$ cat src/rtl/mem_arbiter_if.sv
// Request/response and RAM-side signals of the Chip-8 memory arbiter.
// slave = arbiter side, master = requesters + RAM side.
interface mem_arbiter_if #(
    parameter int AW = 12,
    parameter int DW = 8
);
    logic          uploading;
    logic          up_req;
    logic [AW-1:0] up_addr;
    logic [DW-1:0] up_data;
    logic          up_ack;
    logic          bl_req;
    logic          bl_we;
    logic [AW-1:0] bl_addr;
    logic [DW-1:0] bl_wdata;
    logic          bl_ack;
    logic          cpu_req;
    logic          cpu_we;
    logic [AW-1:0] cpu_addr;
    logic [DW-1:0] cpu_wdata;
    logic          cpu_ack;
    logic [DW-1:0] rd_data;
    logic [AW-1:0] mem_addr;
    logic          mem_we;
    logic [DW-1:0] mem_wdata;
    logic [DW-1:0] mem_rdata;
    logic          busy;
    logic [1:0]    gnt;

    modport slave (
        input  uploading, up_req, up_addr, up_data,
        input  bl_req, bl_we, bl_addr, bl_wdata,
        input  cpu_req, cpu_we, cpu_addr, cpu_wdata, mem_rdata,
        output up_ack, bl_ack, cpu_ack, rd_data,
        output mem_addr, mem_we, mem_wdata, busy, gnt
    );

    modport master (
        output uploading, up_req, up_addr, up_data,
        output bl_req, bl_we, bl_addr, bl_wdata,
        output cpu_req, cpu_we, cpu_addr, cpu_wdata, mem_rdata,
        input  up_ack, bl_ack, cpu_ack, rd_data,
        input  mem_addr, mem_we, mem_wdata, busy, gnt
    );
endinterface

$ cat src/rtl/mem_arbiter.sv
// Single-port Chip-8 RAM arbiter: uploader / blitter / CPU, one access per 3 cycles.
// Optional MEM_ARB_RR_EN: round-robin between blitter and CPU (default fixed priority).
module mem_arbiter #(
    parameter int AW = 12,
    parameter int DW = 8
) (
    input  logic          clk,
    input  logic          res,
    mem_arbiter_if.slave  bus
);
    typedef enum logic [1:0] {IDLE = 2'd0, ISSUE = 2'd1, DONE = 2'd2} state_t;
    typedef enum logic [1:0] {G_NONE = 2'd0, G_UP = 2'd1, G_BL = 2'd2, G_CPU = 2'd3} gnt_t;

    state_t        state;
    gnt_t          gnt_q;
    gnt_t          sel;
    logic [AW-1:0] mem_addr_q;
    logic [DW-1:0] mem_wdata_q;
    logic          mem_we_q;
    logic          busy_q;
    logic          up_ack_q;
    logic          bl_ack_q;
    logic          cpu_ack_q;
`ifdef MEM_ARB_RR_EN
    logic          rr_cpu;  // 1: CPU wins the next blitter/CPU tie
`endif

    // Uploader always outranks; during an upload it is the only eligible requester.
    always_comb begin
        sel = G_NONE;
        if (bus.up_req) begin
            sel = G_UP;
        end else if (!bus.uploading) begin
`ifdef MEM_ARB_RR_EN
            if (bus.bl_req && (!bus.cpu_req || !rr_cpu))
                sel = G_BL;
            else if (bus.cpu_req)
                sel = G_CPU;
`else
            if (bus.bl_req)
                sel = G_BL;
            else if (bus.cpu_req)
                sel = G_CPU;
`endif
        end
    end

    always_ff @(posedge clk) begin
        if (res) begin
            state       <= IDLE;
            gnt_q       <= G_NONE;
            mem_addr_q  <= '0;
            mem_wdata_q <= '0;
            mem_we_q    <= 1'b0;
            busy_q      <= 1'b0;
            up_ack_q    <= 1'b0;
            bl_ack_q    <= 1'b0;
            cpu_ack_q   <= 1'b0;
`ifdef MEM_ARB_RR_EN
            rr_cpu      <= 1'b0;
`endif
        end else begin
            up_ack_q  <= 1'b0;
            bl_ack_q  <= 1'b0;
            cpu_ack_q <= 1'b0;
            case (state)
                IDLE: begin
                    gnt_q    <= sel;
                    mem_we_q <= 1'b0;
                    case (sel)
                        G_UP: begin
                            mem_addr_q  <= bus.up_addr;
                            mem_wdata_q <= bus.up_data;
                            mem_we_q    <= 1'b1;
                        end
                        G_BL: begin
                            mem_addr_q  <= bus.bl_addr;
                            mem_wdata_q <= bus.bl_wdata;
                            mem_we_q    <= bus.bl_we;
                        end
                        G_CPU: begin
                            mem_addr_q  <= bus.cpu_addr;
                            mem_wdata_q <= bus.cpu_wdata;
                            mem_we_q    <= bus.cpu_we;
                        end
                        default: ;
                    endcase
                    if (sel != G_NONE) begin
                        state  <= ISSUE;
                        busy_q <= 1'b1;
                    end
`ifdef MEM_ARB_RR_EN
                    if (sel == G_BL)
                        rr_cpu <= 1'b1;
                    else if (sel == G_CPU)
                        rr_cpu <= 1'b0;
`endif
                end
                ISSUE: begin
                    // RAM samples mem_* at the end of this cycle; read data lands in DONE.
                    up_ack_q  <= (gnt_q == G_UP);
                    bl_ack_q  <= (gnt_q == G_BL);
                    cpu_ack_q <= (gnt_q == G_CPU);
                    mem_we_q  <= 1'b0;
                    state     <= DONE;
                end
                DONE: begin
                    gnt_q  <= G_NONE;
                    busy_q <= 1'b0;
                    state  <= IDLE;
                end
                default: state <= IDLE;
            endcase
        end
    end

    assign bus.mem_addr  = mem_addr_q;
    assign bus.mem_wdata = mem_wdata_q;
    assign bus.mem_we    = mem_we_q;
    assign bus.busy      = busy_q;
    assign bus.gnt       = gnt_q;
    assign bus.up_ack    = up_ack_q;
    assign bus.bl_ack    = bl_ack_q;
    assign bus.cpu_ack   = cpu_ack_q;
    assign bus.rd_data   = bus.mem_rdata;
endmodule

$ cat src/flat_wrapper.sv
// flat-port wrapper written by rule: the top's interface ports become plain ports
module mem_arbiter_flat 
#(
    parameter int AW = 12,
    parameter int DW = 8
)
  (clk, res, bus_uploading, bus_up_req, bus_up_addr, bus_up_data, bus_bl_req, bus_bl_we, bus_bl_addr, bus_bl_wdata, bus_cpu_req, bus_cpu_we, bus_cpu_addr, bus_cpu_wdata, bus_mem_rdata, bus_up_ack, bus_bl_ack, bus_cpu_ack, bus_rd_data, bus_mem_addr, bus_mem_we, bus_mem_wdata, bus_busy, bus_gnt);
  mem_arbiter_if #(.AW(AW), .DW(DW)) bus_i ();
  input  logic clk;
  input  logic res;
  input wire logic [$bits(bus_i.uploading)-1:0] bus_uploading;
  input wire logic [$bits(bus_i.up_req)-1:0] bus_up_req;
  input wire logic [$bits(bus_i.up_addr)-1:0] bus_up_addr;
  input wire logic [$bits(bus_i.up_data)-1:0] bus_up_data;
  input wire logic [$bits(bus_i.bl_req)-1:0] bus_bl_req;
  input wire logic [$bits(bus_i.bl_we)-1:0] bus_bl_we;
  input wire logic [$bits(bus_i.bl_addr)-1:0] bus_bl_addr;
  input wire logic [$bits(bus_i.bl_wdata)-1:0] bus_bl_wdata;
  input wire logic [$bits(bus_i.cpu_req)-1:0] bus_cpu_req;
  input wire logic [$bits(bus_i.cpu_we)-1:0] bus_cpu_we;
  input wire logic [$bits(bus_i.cpu_addr)-1:0] bus_cpu_addr;
  input wire logic [$bits(bus_i.cpu_wdata)-1:0] bus_cpu_wdata;
  input wire logic [$bits(bus_i.mem_rdata)-1:0] bus_mem_rdata;
  output wire logic [$bits(bus_i.up_ack)-1:0] bus_up_ack;
  output wire logic [$bits(bus_i.bl_ack)-1:0] bus_bl_ack;
  output wire logic [$bits(bus_i.cpu_ack)-1:0] bus_cpu_ack;
  output wire logic [$bits(bus_i.rd_data)-1:0] bus_rd_data;
  output wire logic [$bits(bus_i.mem_addr)-1:0] bus_mem_addr;
  output wire logic [$bits(bus_i.mem_we)-1:0] bus_mem_we;
  output wire logic [$bits(bus_i.mem_wdata)-1:0] bus_mem_wdata;
  output wire logic [$bits(bus_i.busy)-1:0] bus_busy;
  output wire logic [$bits(bus_i.gnt)-1:0] bus_gnt;
  assign bus_i.uploading = bus_uploading;
  assign bus_i.up_req = bus_up_req;
  assign bus_i.up_addr = bus_up_addr;
  assign bus_i.up_data = bus_up_data;
  assign bus_i.bl_req = bus_bl_req;
  assign bus_i.bl_we = bus_bl_we;
  assign bus_i.bl_addr = bus_bl_addr;
  assign bus_i.bl_wdata = bus_bl_wdata;
  assign bus_i.cpu_req = bus_cpu_req;
  assign bus_i.cpu_we = bus_cpu_we;
  assign bus_i.cpu_addr = bus_cpu_addr;
  assign bus_i.cpu_wdata = bus_cpu_wdata;
  assign bus_i.mem_rdata = bus_mem_rdata;
  assign bus_up_ack = bus_i.up_ack;
  assign bus_bl_ack = bus_i.bl_ack;
  assign bus_cpu_ack = bus_i.cpu_ack;
  assign bus_rd_data = bus_i.rd_data;
  assign bus_mem_addr = bus_i.mem_addr;
  assign bus_mem_we = bus_i.mem_we;
  assign bus_mem_wdata = bus_i.mem_wdata;
  assign bus_busy = bus_i.busy;
  assign bus_gnt = bus_i.gnt;
  mem_arbiter #(.AW(AW), .DW(DW)) u_core (.clk(clk), .res(res), .bus(bus_i));
endmodule
$ cat config.mk
export PLATFORM = sky130hd
export DESIGN_NAME = mem_arbiter_flat
export DESIGN_NICKNAME = d
export VERILOG_FILES = /design/src/rtl/mem_arbiter_if.sv /design/src/rtl/mem_arbiter.sv /design/src/flat_wrapper.sv
export SDC_FILE = /design/constraint.sdc
export NUM_CORES = 1
export LEC_CHECK = 0
export BUFFER_PORTS_ARGS = -buffer_cell sky130_fd_sc_hd__buf_2
export CORE_MARGIN = 5
export CORE_UTILIZATION = 45
export CTS_CLUSTER_DIAMETER = 50
export DETAILED_ROUTE_END_ITERATION = 10
export GPL_TIMING_DRIVEN = 1
export PLACE_DENSITY = 0.85
export SLEW_MARGIN = 20
export SYNTH_ARGS = -nofsm -noshare
export SYNTH_HDL_FRONTEND = slang
export SYNTH_SLANG_ARGS = --single-unit
$ cat constraint.sdc
create_clock -name clk -period 2.3 [get_ports clk]
set_clock_uncertainty 0.2 [all_clocks]
set_input_delay 0.115 -clock clk [delete_from_list [all_inputs] [get_ports clk]]
set_output_delay 0.115 -clock clk [all_outputs]
set_load 0.01 [all_outputs]
# Word level (Yosys, flattened, before mapping)
# Cells that the tools add are included.
dict set report op_classes {
  multipliers 0
  bitwise 1
  order_cmp 0
  n_eq_ne 9
  shift 0
  div 0
  muxes 13
  addsub 0
  n_reduce_logical 8
}
# cell n
set ops {}
lappend ops {{$pmux 12 s3} 1}
lappend ops {{$pmux 8 s3} 1}
lappend ops {{$eq 2x2->1 const B} 5}
lappend ops {{$mux 2} 5}
lappend ops {{$pmux 2 s2} 2}
lappend ops {{$eq 2x1->1 const B} 3}
lappend ops {{$reduce_bool 2->1} 3}
lappend ops {{$pmux 1 s2} 2}
lappend ops {{$reduce_and 2->1} 2}
lappend ops {{$pmux 1 s3} 1}
lappend ops {{$reduce_bool 3->1} 1}
lappend ops {{$logic_not 2->1} 1}
lappend ops {{$ne 2x1->1 const B} 1}
lappend ops {{$reduce_or 2->1} 1}
lappend ops {{$mux 1} 1}
lappend ops {{$not 1->1} 1}
dict set report word_totals {
  mem_bits_rw 0
  latch_bits 0
  memories 0
  elab_cells 40
  mem_bits_ro 0
  regBits 29
}

# Depth between registers and ports, before layout
# Gate-level depths: netlist (run 1).
dict set report depth {
  word_depth 7
  mapped_depth 5
  mapped_depth_nobuf 3
}

# Least setup slack after synthesis (run 1)
# No wires, ideal clock.
dict set report synth_timing {
  path_type {register -> register}
  from {register u_core.state[1]}
  to {register u_core.mem_addr_q[0], in the netlist u_core.bus.mem_addr[0]}
  setup_time_ns 0.091
  n_path_buf 1
  t_arrival_ns 1.153
  path_slack_ns 0.856
  path_stages_with_launch 5
  synth_period_minus_slack_ns 1.444
  required_ns 2.009
  cell_sequence {dfxtp_1 -> nor2_1 -> clkbuf_1 -> a31oi_1 -> a311oi_1}
}
dict set report synth_via {
  elab_chain_len 2
}
# element line_no
set synth_lines {}
lappend synth_lines {{from (decl)} mem_arbiter.sv:14} ;# state_t state;
lappend synth_lines {{from (signal assigned)} mem_arbiter.sv:50} ;# state <= IDLE;
lappend synth_lines {{from (signal assigned)} mem_arbiter.sv:89} ;# state <= ISSUE;
lappend synth_lines {{from (signal assigned)} mem_arbiter.sv:105} ;# state <= DONE;
lappend synth_lines {{$logic_not 2->1} mem_arbiter.sv:66} ;# case (state)
lappend synth_lines {{$reduce_and 2->1 (no line)} n/a}
lappend synth_lines {{to (signal assigned)} mem_arbiter.sv:72} ;# mem_addr_q <= bus.up_addr;
lappend synth_lines {{to (signal assigned)} mem_arbiter.sv:77} ;# mem_addr_q <= bus.bl_addr;
lappend synth_lines {{to (signal assigned)} mem_arbiter.sv:82} ;# mem_addr_q <= bus.cpu_addr;
lappend synth_lines {{to (decl)} mem_arbiter.sv:17} ;# logic [AW-1:0] mem_addr_q;
# Every way passes these cells.
# A chain may end at the register's enable or synchronous reset.

# Worst setup path after layout (run 1)
dict set report layout_timing {
  from {register u_core.state[1]}
  to {register u_core.mem_addr_q[6], in the netlist u_core.bus.mem_addr[6]}
}
# The elaborated chain is that of the path after synthesis.

==> flow_metrics.py, run 1 <==
metrics = {
    "outcome": {
        "status": "finished, final reports clean",
    },
    "timing": {
        "fmax_mhz": 466,
        "slew_violations": 0,
        "fin_crit_sh_pct": 93.4,
        "hold_viol": 0,
        "period_needed_ns": 2.15,
        "rsz0062_at_grt": "false",
        "setup_viol": 0,
        "tightest_slew_ns": 0.477,
        "finalSetupTns_ns": 0,
        "maxSlewHeadroom_pct": 68.2,
        "timing.hold.ws_ns": 0.00909,
    },
    "yosys": {
        "synth_async_sr_flop_share_pct": 0,
        "syn_area_per_cell_sq_um": 8.09,
        "synth_top_cell_by_area": "dfxtp_1",
        "synth_cell_types": 27,
        "synth_ff_type": "dfxtp_1",
        "ys_seq_area_share_pct": 34.2,
        "synth-seq-cells": 29,
        "synth_top_area_share_pct": 34.2,
        "synth_nets": 286,
        "syn_area_sq_mm": 0.00170,
        "synthTopCellsByCount": "29 x dfxtp_1, 23 x nand2_1, 22 x clkbuf_1, 22 x o21ai_0",
        "yosysMostFrequentCell": "dfxtp_1",
        "synth_edf_count": 0,
        "synth.area.top_cells": "dfxtp_1 34%, a311oi_1 10%, a21o_1 8.8%, nand3b_1 8.8%, a31oi_1 7.4%",
        "synthCells": 210,
        "yosys_warnings": 0,
    },
    "power_and_ir_drop": {
        "leakage_nw": 1.08,
        "power.share.clock_pct": 29.1,
        "switching_share_pct": 29.9,
        "p_int_w": 0.000960,
        "seq_power_share_pct": 42.8,
        "power_switching_w": 0.000410,
        "powerDensity_mw_per_mm2": 564,
        "irDropWorstVdd_v": 0.000257,
        "combPwrFrac_pct": 28.1,
    },
    "drt": {
        "vias": 1992,
        "drc_errors": 0,
        "first_iter_violations": 171,
        "drtPass1Iterations": 5,
        "vias_per_cell": 5.56,
        "wirelength_um": 5560,
        "ant_nets": 0,
        "wl_per_cell_um": 15.5,
    },
    "min_path": {
        "min_delay_path_depth": 4,
        "hp-class": "in2reg",
    },
    "cells_and_area": {
        "final_nets": 385,
        "syn_to_final_growth_pct": 43.0,
        "fillers": 304,
        "drive_gt1_share_pct": 35.5,
        "antenna-diode-count": 0,
    },
    "grt": {
        "grt_pass1_wl_um": 8930,
        "gr-total-overflow": 0,
        "grt_usage_pct": 21.7,
        "grt_pass1_vias": 1981,
        "grt_max_degree": 27,
        "antenna_found_initial": 0,
    },
    "placed_design": {
        "io_buffers": 94,
        "gp_congestion": 0.739,
        "place_hpwl_um": 3800,
    },
    "clock_network": {
        "clock-sinks": 29,
        "clkTransAtPathRegs_ns": 0.07,
        "postCtsSetupRepairBufs": 0,
        "clk_path_buf_depth": 2,
        "clock_latency_ns": 0.28,
        "h-tree-depth": 2,
        "cts_root_buf": "clkbuf_8",
        "cts_tree": "built",
        "cts_inserted_buffers": 5,
    },
    "floorplan": {
        "fp.dieW_um": 71.4,
        "die_y_um": 71.4,
        "start_util_pct": 46.4,
        "ios": 111,
        "std_cell_rows": 22,
        "dieArea_sq_mm": 0.00510,
        "core-area_sq_mm": 0.00366,
    },
    "worst_setup_path": {
        "reg2reg_depth": 4,
        "crit_family": "simple AND/OR/NAND/NOR gates",
        "critPathKind": "reg2reg",
        "crit_buf_inv": 1,
        "crit_arrival_ns": 2.12,
        "critPathMaxStageDelay_ns": 0.58,
        "crit_path_max_fanout": 20,
        "slowest_stage": "dlygate4sd3_1",
        "required_ns": 2.27,
        "path_depth": 4,
        "crit_path_start_kind": "register",
        "crit_path_cell_trace": "nor2_1 > and3_4 > a311oi_1 > dlygate4sd3_1",
        "endpoint_kind": "register",
    },
    "job": {
        "max_cap_violations": 0,
    },
}
[registers in the layout, indices dropped and copies added (netlist names), 2 cells and up]
register	count
u_core.bus.gnt	2
u_core.state	2
u_core.bus.mem_wdata	8
u_core.bus.mem_addr	12
[worst min-delay path: stages]
cell and delay, ns:
buf_2 0.10, nand2_1 0.06, a21o_1 0.10, a311oi_1 0.07
[metal layers]
layer	vias up	track usage [%]	share of wire (%)
met2	94	36.4	50
met5	-	0	0
met1	902	23.8	39
li1	976	-	-
met3	20	7.29	8.3
met4	0	12.3	3.2
[metrics by stage]
step	total power, W	area (sq um)	std cells	setup slack [ns]	utilization [%]
2_1_floorplan	0.000811	1700	210	0.856	-
3_3_place_gp	0.000936	2120	327	0.622	57.9
3_5_place_dp	0.000943	2120	327	0.586	57.9
4_1_cts	0.00138	2430	358	0.185	66.4
5_1_grt	0.00145	2430	358	0.00441	66.4
6_report	0.00137	2430	358	0.153	66.4
[final timing paths]
check | start | slack [ns] | end
hold reg to reg | u_core.bus.gnt[1] | 0.26 | u_core.bus.bl_ack
setup / recovery | u_core.state[1] | 0.15 | u_core.bus.mem_addr[6]
setup reg to reg | u_core.state[1] | 0.15 | u_core.bus.mem_addr[6]
hold / removal | bus_bl_wdata[3] | 0.009 | u_core.bus.mem_wdata[3]
[layout make-up]
class / count / area (sq um) / area share (%)
sequential: 29 / 581 / 23.9
timing repair buffer: 125 / 761 / 31.3
tap: 48 / 60.1 / 2.47
inverter: 1 / 3.75 / 0.154
clock buffer: 8 / 80.1 / 3.30
multi-input combinational: 147 / 945 / 38.9
[what timing repair did]
action / CTS / global route
hold buffers: 23 / 0
setup endpoints to repair: 0 / 0
endpoints found under the hold margin: 20 / 0
resized for setup: 0 / 0
[placed cells by master, fill, tap and decap left out, types with 3 or more instances in the layout]
cell / netlist / layout
nor2_1: 4 / 4
a31oi_1: 20 / 20
nand2_1: 23 / 23
dfxtp_1: 29 / 29
clkbuf_8: 0 / 5
clkbuf_1: 22 / 3
o21ai_0: 22 / 22
buf_4: 8 / 8
buf_2: 1 / 94
a311oi_1: 20 / 20
a21o_1: 20 / 20
a21oi_1: 3 / 3
nand3b_1: 20 / 20
dlygate4sd3_1: 0 / 23
[logic make-up after synthesis]
logic type / Yosys count / synth area share, %
AO/OA/AOI/OAI: 87 / 35.0
AND/OR/NAND/NOR: 59 / 20.0
flip-flops: 29 / 34.2
multiplexers: 1 / 0.589
buffers and inverters: 34 / 10.2
[power groups by stage]
stage | Combinational [W] | Clock (W) | Sequential [W]
final | 0.000385 | 0.000399 | 0.000587
after global routing | 0.000423 | 0.000436 | 0.000591
after floorplan | 0.000196 | 0 | 0.000615
after global placement | 0.000341 | 0 | 0.000594
after CTS | 0.000383 | 0.000411 | 0.000585
after detailed placement | 0.000348 | 0 | 0.000595
(Power assumes the default switching activity.)
==> run 2: changes to the inputs <==
--- a/config.mk
+++ b/config.mk
@@ -11,7 +11,8 @@
 export CTS_CLUSTER_DIAMETER = 50
 export DETAILED_ROUTE_END_ITERATION = 10
 export GPL_TIMING_DRIVEN = 1
-export PLACE_DENSITY = 0.85
+export PLACE_DENSITY = 0.95
+export SETUP_SLACK_MARGIN = 0.15
 export SLEW_MARGIN = 20
 export SYNTH_ARGS = -nofsm -noshare
 export SYNTH_HDL_FRONTEND = slang
==> constraint.sdc (replaced) <==
create_clock -name clk -period 2.3 [get_ports clk]
set_clock_uncertainty 0.2 [all_clocks]
set_input_delay 0.345 -clock clk [delete_from_list [all_inputs] [get_ports clk]]
set_output_delay 0.345 -clock clk [all_outputs]
set_load 0.01 [all_outputs]
==> run 2 against run 1 <==
  * Setup slack improved by 0.56 ns
  * Power rose by 3.1%
  * First-iteration DRC count decreased by 36%
  * Combinational power decreased by 7.8%
  * Critical endpoint is now u_core.bus.mem_addr[0]
  * Sequential share of layout area up 2.1 points
==> flow_metrics.py, run 2 (synthesis results as in run 1) <==
metrics = {
    "floorplan": {
        "fp.dieW_um": 71.4,
        "core-area_sq_mm": 0.00366,
        "dieArea_sq_mm": 0.00510,
        "die_y_um": 71.4,
        "start_util_pct": 46.4,
        "ios": 111,
        "std_cell_rows": 22,
    },
    "worst_setup_path": {
        "crit_path_max_fanout": 28,
        "required_ns": 2.29,
        "crit_family": "compound AO/OA/AOI/OAI gates",
        "crit_end": "u_core.bus.mem_addr[0]",
        "slowest_stage": "or2_1",
        "path_depth": 5,
        "critPathKind": "in2reg",
        "crit_path_cell_trace": "buf_2 > or2_1 > buf_12 > a21o_1 > a311oi_1",
        "crit_path_start_kind": "primary input",
        "critPathMaxStageDelay_ns": 0.41,
        "r2r_slack_ns": 0.74,
        "endpoint_kind": "register",
        "rr_startpoint": "u_core.state[1]",
        "r2r_end": "u_core.bus.mem_addr[0]",
        "reg2reg_depth": 4,
        "cp-startpoint": "bus_uploading",
        "crit_arrival_ns": 1.58,
        "crit_buf_inv": 2,
    },
    "clock_network": {
        "cts_root_buf": "clkbuf_8",
        "cts_tree": "built",
        "clk_path_buf_depth": 2,
        "clock-sinks": 29,
        "h-tree-depth": 2,
        "clock_latency_ns": 0.29,
        "postCtsSetupRepairBufs": 0,
        "cts_inserted_buffers": 5,
        "postCtsHoldBufs": 0,
        "clkTransAtPathRegs_ns": 0.06,
        "cts_resized": 0,
    },
    "power_and_ir_drop": {
        "leakage_nw": 1.00,
        "powerDensity_mw_per_mm2": 633,
        "irDropWorstVdd_v": 0.000289,
        "total_power_w": 0.00141,
    },
    "drt": {
        "ant_nets": 0,
        "vias": 1921,
        "drc_errors": 0,
        "wirelength_um": 5350,
        "drtPass1Iterations": 4,
        "wl_per_cell_um": 16.0,
        "vias_per_cell": 5.73,
        "first_iter_violations": 109,
    },
    "placed_design": {
        "io_buffers": 94,
        "place_hpwl_um": 3830,
        "gp_congestion": 0.759,
    },
    "cells_and_area": {
        "drive_gt1_share_pct": 39.4,
        "largest_reg_flops": 12,
        "antenna-diode-count": 0,
        "final_nets": 362,
        "syn_to_final_growth_pct": 31.4,
        "final_common_cell": "buf_2",
        "final_cell_mix": "94 x buf_2, 29 x dfxtp_1, 23 x nand2_1, 22 x o21ai_0",
    },
    "grt": {
        "antenna_found_initial": 0,
        "grt_pass1_wl_um": 8400,
        "grt_usage_pct": 20.7,
        "grt_pass1_vias": 1962,
        "gr-total-overflow": 0,
        "grt_max_degree": 44,
    },
    "timing": {
        "fin_crit_sh_pct": 69.0,
        "finalSetupTns_ns": 0,
        "tightest_slew_ns": 0.510,
        "hold_viol": 0,
        "slew_violations": 0,
        "rsz0062_at_grt": "false",
        "period_needed_ns": 1.59,
        "fmax_mhz": 630,
        "maxSlewHeadroom_pct": 66.0,
        "setup_viol": 0,
    },
    "job": {
        "max_cap_violations": 0,
    },
    "outcome": {
        "status": "finished, final reports clean",
    },
    "min_path": {
        "hp-class": "in2reg",
    },
}
-- run 2: final cells by class --
| cell class | count | area (sq um) |
|---|---|---|
| clock inverters | 1 | 5.00 |
| repair buffers | 102 | 543 |
| clock buffers | 7 | 96.3 |
| well taps | 48 | 60.1 |
| multi-input cells | 147 | 945 |
| inverters | 1 | 3.75 |
| fillers | 325 | 1430 |
| flip-flops and latches | 29 | 581 |
-- run 2: worst reg2reg max path, delay by kind of cell, from the launching register on --
kind / cells / cell delay [ns]
AND/OR/NAND/NOR: 2 / 0.52
flip-flops: 1 / 0.35
buffers and inverters: 1 / 0.21
AO/OA/AOI/OAI: 1 / 0.15
-- run 2: worst min path at each step --
stage / to / start / slack (ns) / cells after the start
2_1_floorplan: u_core.bus.bl_ack / u_core.bus.gnt[0] / 0.27 / 1
3_3_place_gp: u_core.bus.bl_ack / u_core.bus.gnt[0] / 0.25 / 1
3_5_place_dp: u_core.bus.bl_ack / u_core.bus.gnt[0] / 0.26 / 1
4_1_cts: u_core.bus.mem_addr[5] / bus_up_addr[5] / 0.14 / 3
5_1_grt: u_core.bus.mem_addr[4] / bus_up_addr[4] / 0.15 / 3
6_report: u_core.bus.mem_addr[5] / bus_up_addr[5] / 0.14 / 3
-- run 2: power breakdown --
group / total (W) / internal [W] / leakage [nW] / switching [W]
Combinational: 0.000355 / 0.000164 / 0.706 / 0.000190
Sequential: 0.000586 / 0.000555 / 0.240 / 0.0000320
Clock: 0.000472 / 0.000270 / 0.0542 / 0.000202
-- run 2: metrics by stage --
step                      utilization [%]  cell area [sq um]  setup slack (ns)  std cells  hold WS, ns
final                                61.0               2230             0.713        335        0.138
after global placement               58.2               2130             0.501        327        0.249
after global routing                 61.0               2230             0.626        335        0.152
after floorplan                         -               1700             0.667        210        0.269
after detailed placement             58.2               2130             0.433        327        0.262
after CTS                            61.0               2230             0.726        335        0.137
-- run 2: layer usage --
metal  global-route usage (%)  share of wire, %
met5                        0                 0
met3                     7.99               8.9
met1                     22.0                39
met2                     34.8                49
met4                     11.5               2.7
==> run 3: changes to the inputs <==
--- a/config.mk
+++ b/config.mk
@@ -7,11 +7,11 @@
 export LEC_CHECK = 0
 export BUFFER_PORTS_ARGS = -buffer_cell sky130_fd_sc_hd__buf_2
 export CORE_MARGIN = 5
-export CORE_UTILIZATION = 45
+export CORE_UTILIZATION = 38
 export CTS_CLUSTER_DIAMETER = 50
 export DETAILED_ROUTE_END_ITERATION = 10
 export GPL_TIMING_DRIVEN = 1
-export PLACE_DENSITY = 0.95
+export PLACE_DENSITY = 0.86
 export SETUP_SLACK_MARGIN = 0.15
 export SLEW_MARGIN = 20
 export SYNTH_ARGS = -nofsm -noshare
==> constraint.sdc (replaced) <==
create_clock -name clk -period 1.43 [get_ports clk]
set_clock_uncertainty 0.2 [all_clocks]
set_input_delay 0.2145 -clock clk [delete_from_list [all_inputs] [get_ports clk]]
set_output_delay 0.2145 -clock clk [all_outputs]
set_load 0.01 [all_outputs]
==> run 3 against run 2 <==
  * Critical endpoint is now u_core.bus.mem_addr[4]
  * Largest power group unchanged
  * Power grew 55%
  * Final cell count grew 5.1%
  * Design area grew 5.3%
  * Clock power grew 34%
  * Die area grew 16%
  * Global-route usage shrank 2.4 points
  * Sequential cell count is the same
  * Setup slack lost 0.61 ns
  * Critical path depth shrank 2
  * Wire length grew 4.5%
==> flow_metrics.py, run 3 (synthesis results as in run 1) <==
metrics = {
    "timing": {
        "maxSlewHeadroom_pct": 82.8,
        "setup_viol": 0,
        "rsz0062_at_grt": "true",
        "period_needed_ns": 1.33,
        "tightest_slew_ns": 0.257,
        "slew_violations": 0,
        "hold_viol": 0,
        "fin_crit_sh_pct": 93.0,
        "fmax_mhz": 752,
    },
    "clock_network": {
        "clock-sinks": 29,
        "clock_latency_ns": 0.27,
        "clk_path_buf_depth": 2,
        "h-tree-depth": 2,
        "cts_inserted_buffers": 5,
        "cts_root_buf": "clkbuf_8",
        "postCtsHoldBufs": 0,
        "cts_tree": "built",
        "clkTransAtPathRegs_ns": 0.06,
    },
    "outcome": {
        "status": "finished, final reports clean",
    },
    "drt": {
        "vias_per_cell": 5.63,
        "wl_per_cell_um": 15.9,
        "drtPass1Iterations": 4,
        "drc_errors": 0,
        "vias": 1980,
        "wirelength_um": 5590,
        "first_iter_violations": 96,
        "ant_nets": 0,
    },
    "worst_setup_path": {
        "crit_path_max_fanout": 10,
        "critPathKind": "reg2reg",
        "crit_arrival_ns": 1.28,
        "crit_path_start_kind": "register",
        "required_ns": 1.38,
        "endpoint_kind": "register",
    },
    "cells_and_area": {
        "final_area_sq_mm": 0.00235,
        "layout.cells.non_filler": 352,
        "final_common_cell": "buf_2",
        "syn_to_final_growth_pct": 38.4,
        "drive_gt1_share_pct": 43.3,
        "antenna-diode-count": 0,
        "final_cell_mix": "95 x buf_2, 27 x dfxtp_1, 23 x nand2_1, 22 x o21ai_0",
        "fillers": 419,
        "largest_reg_flops": 12,
        "final_nets": 375,
    },
    "floorplan": {
        "core-area_sq_mm": 0.00435,
        "dieArea_sq_mm": 0.00591,
        "start_util_pct": 39.0,
        "ios": 111,
        "die_y_um": 76.9,
        "fp.dieW_um": 76.9,
        "std_cell_rows": 24,
    },
    "job": {
        "max_cap_violations": 0,
    },
    "power_and_ir_drop": {
        "irDropWorstVdd_v": 0.000365,
        "leakage_nw": 1.06,
        "total_power_w": 0.00220,
        "powerDensity_mw_per_mm2": 934,
    },
    "min_path": {
        "hp-class": "in2reg",
    },
    "grt": {
        "grt_max_degree": 43,
        "grt_pass1_vias": 1987,
        "gr-total-overflow": 0,
        "grt_pass1_wl_um": 8910,
        "grt_usage_pct": 18.2,
        "antenna_found_initial": 0,
    },
    "placed_design": {
        "place_hpwl_um": 4010,
        "dp.cells": 341,
        "gp_congestion": 0.758,
        "placed_cell_area_sq_mm": 0.00222,
        "io_buffers": 94,
    },
}
-- run 3: worst max-delay path: stages (launching register included) --
cell      delay, ns
dfxtp_4        0.36
nor2_4         0.16
and3_2         0.36
a311oi_1       0.12
-- run 3: path summary, 6_finish.rpt --
path                           from                endpoint  slack [ns]  depth (start not counted)
setup / recovery    u_core.state[1]  u_core.bus.mem_addr[4]        0.10                          3
hold / removal       bus_up_addr[9]  u_core.bus.mem_addr[9]        0.02                          3
setup reg to reg    u_core.state[1]  u_core.bus.mem_addr[4]        0.10                          3
hold reg to reg   u_core.bus.gnt[0]       u_core.bus.bl_ack        0.27                          1
-- run 3: repair_timing --
action / CTS / global route
pin swaps: 3 / 2
gates cloned: 2 / 0
resized for setup: 6 / 3
setup endpoints to repair: 22 / 24
setup buffers: 0 / 1
-- run 3: final cells by class --
type	count	area, sq um	share of cell area (%)
repair buffers	114	638	27.1
inverters	1	3.75	0.160
flip-flops and latches	29	586	24.9
well taps	52	65.1	2.77
multi-input cells	148	980	41.6
clock buffers	8	80.1	3.40
-- run 3: where the power goes --
group	internal [W]	leakage [nW]	switching, W
logic	0.000299	0.777	0.000326
registers	0.000892	0.241	0.0000482
clock network	0.000345	0.0395	0.000287
total	0.00154	1.06	0.000661
-- run 3: stage by stage --
stage / utilization [%] / TNS, ns / hold slack [ns] / setup slack, ns
final: 54.0 / 0 / 0.0212 / 0.101
after global routing: 54.0 / 0 / 0.0193 / 0.0382
after CTS: 53.6 / 0 / 0.00856 / 0.114
after floorplan: - / -0.237 / 0.189 / -0.0279
after global placement: 51.0 / -1.72 / 0.229 / -0.0935
after detailed placement: 51.0 / -2.48 / 0.229 / -0.169
-- run 3: metal layers --
| metal | global-route usage (%) | vias up | share of wire, % |
|---|---|---|---|
| li1 | - | 963 | - |
| met1 | 21.4 | 926 | 42 |
| met2 | 30.5 | 84 | 49 |
| met3 | 5.62 | 7 | 7.8 |
| met4 | 7.52 | 0 | 1.3 |
| met5 | 0 | - | 0 |
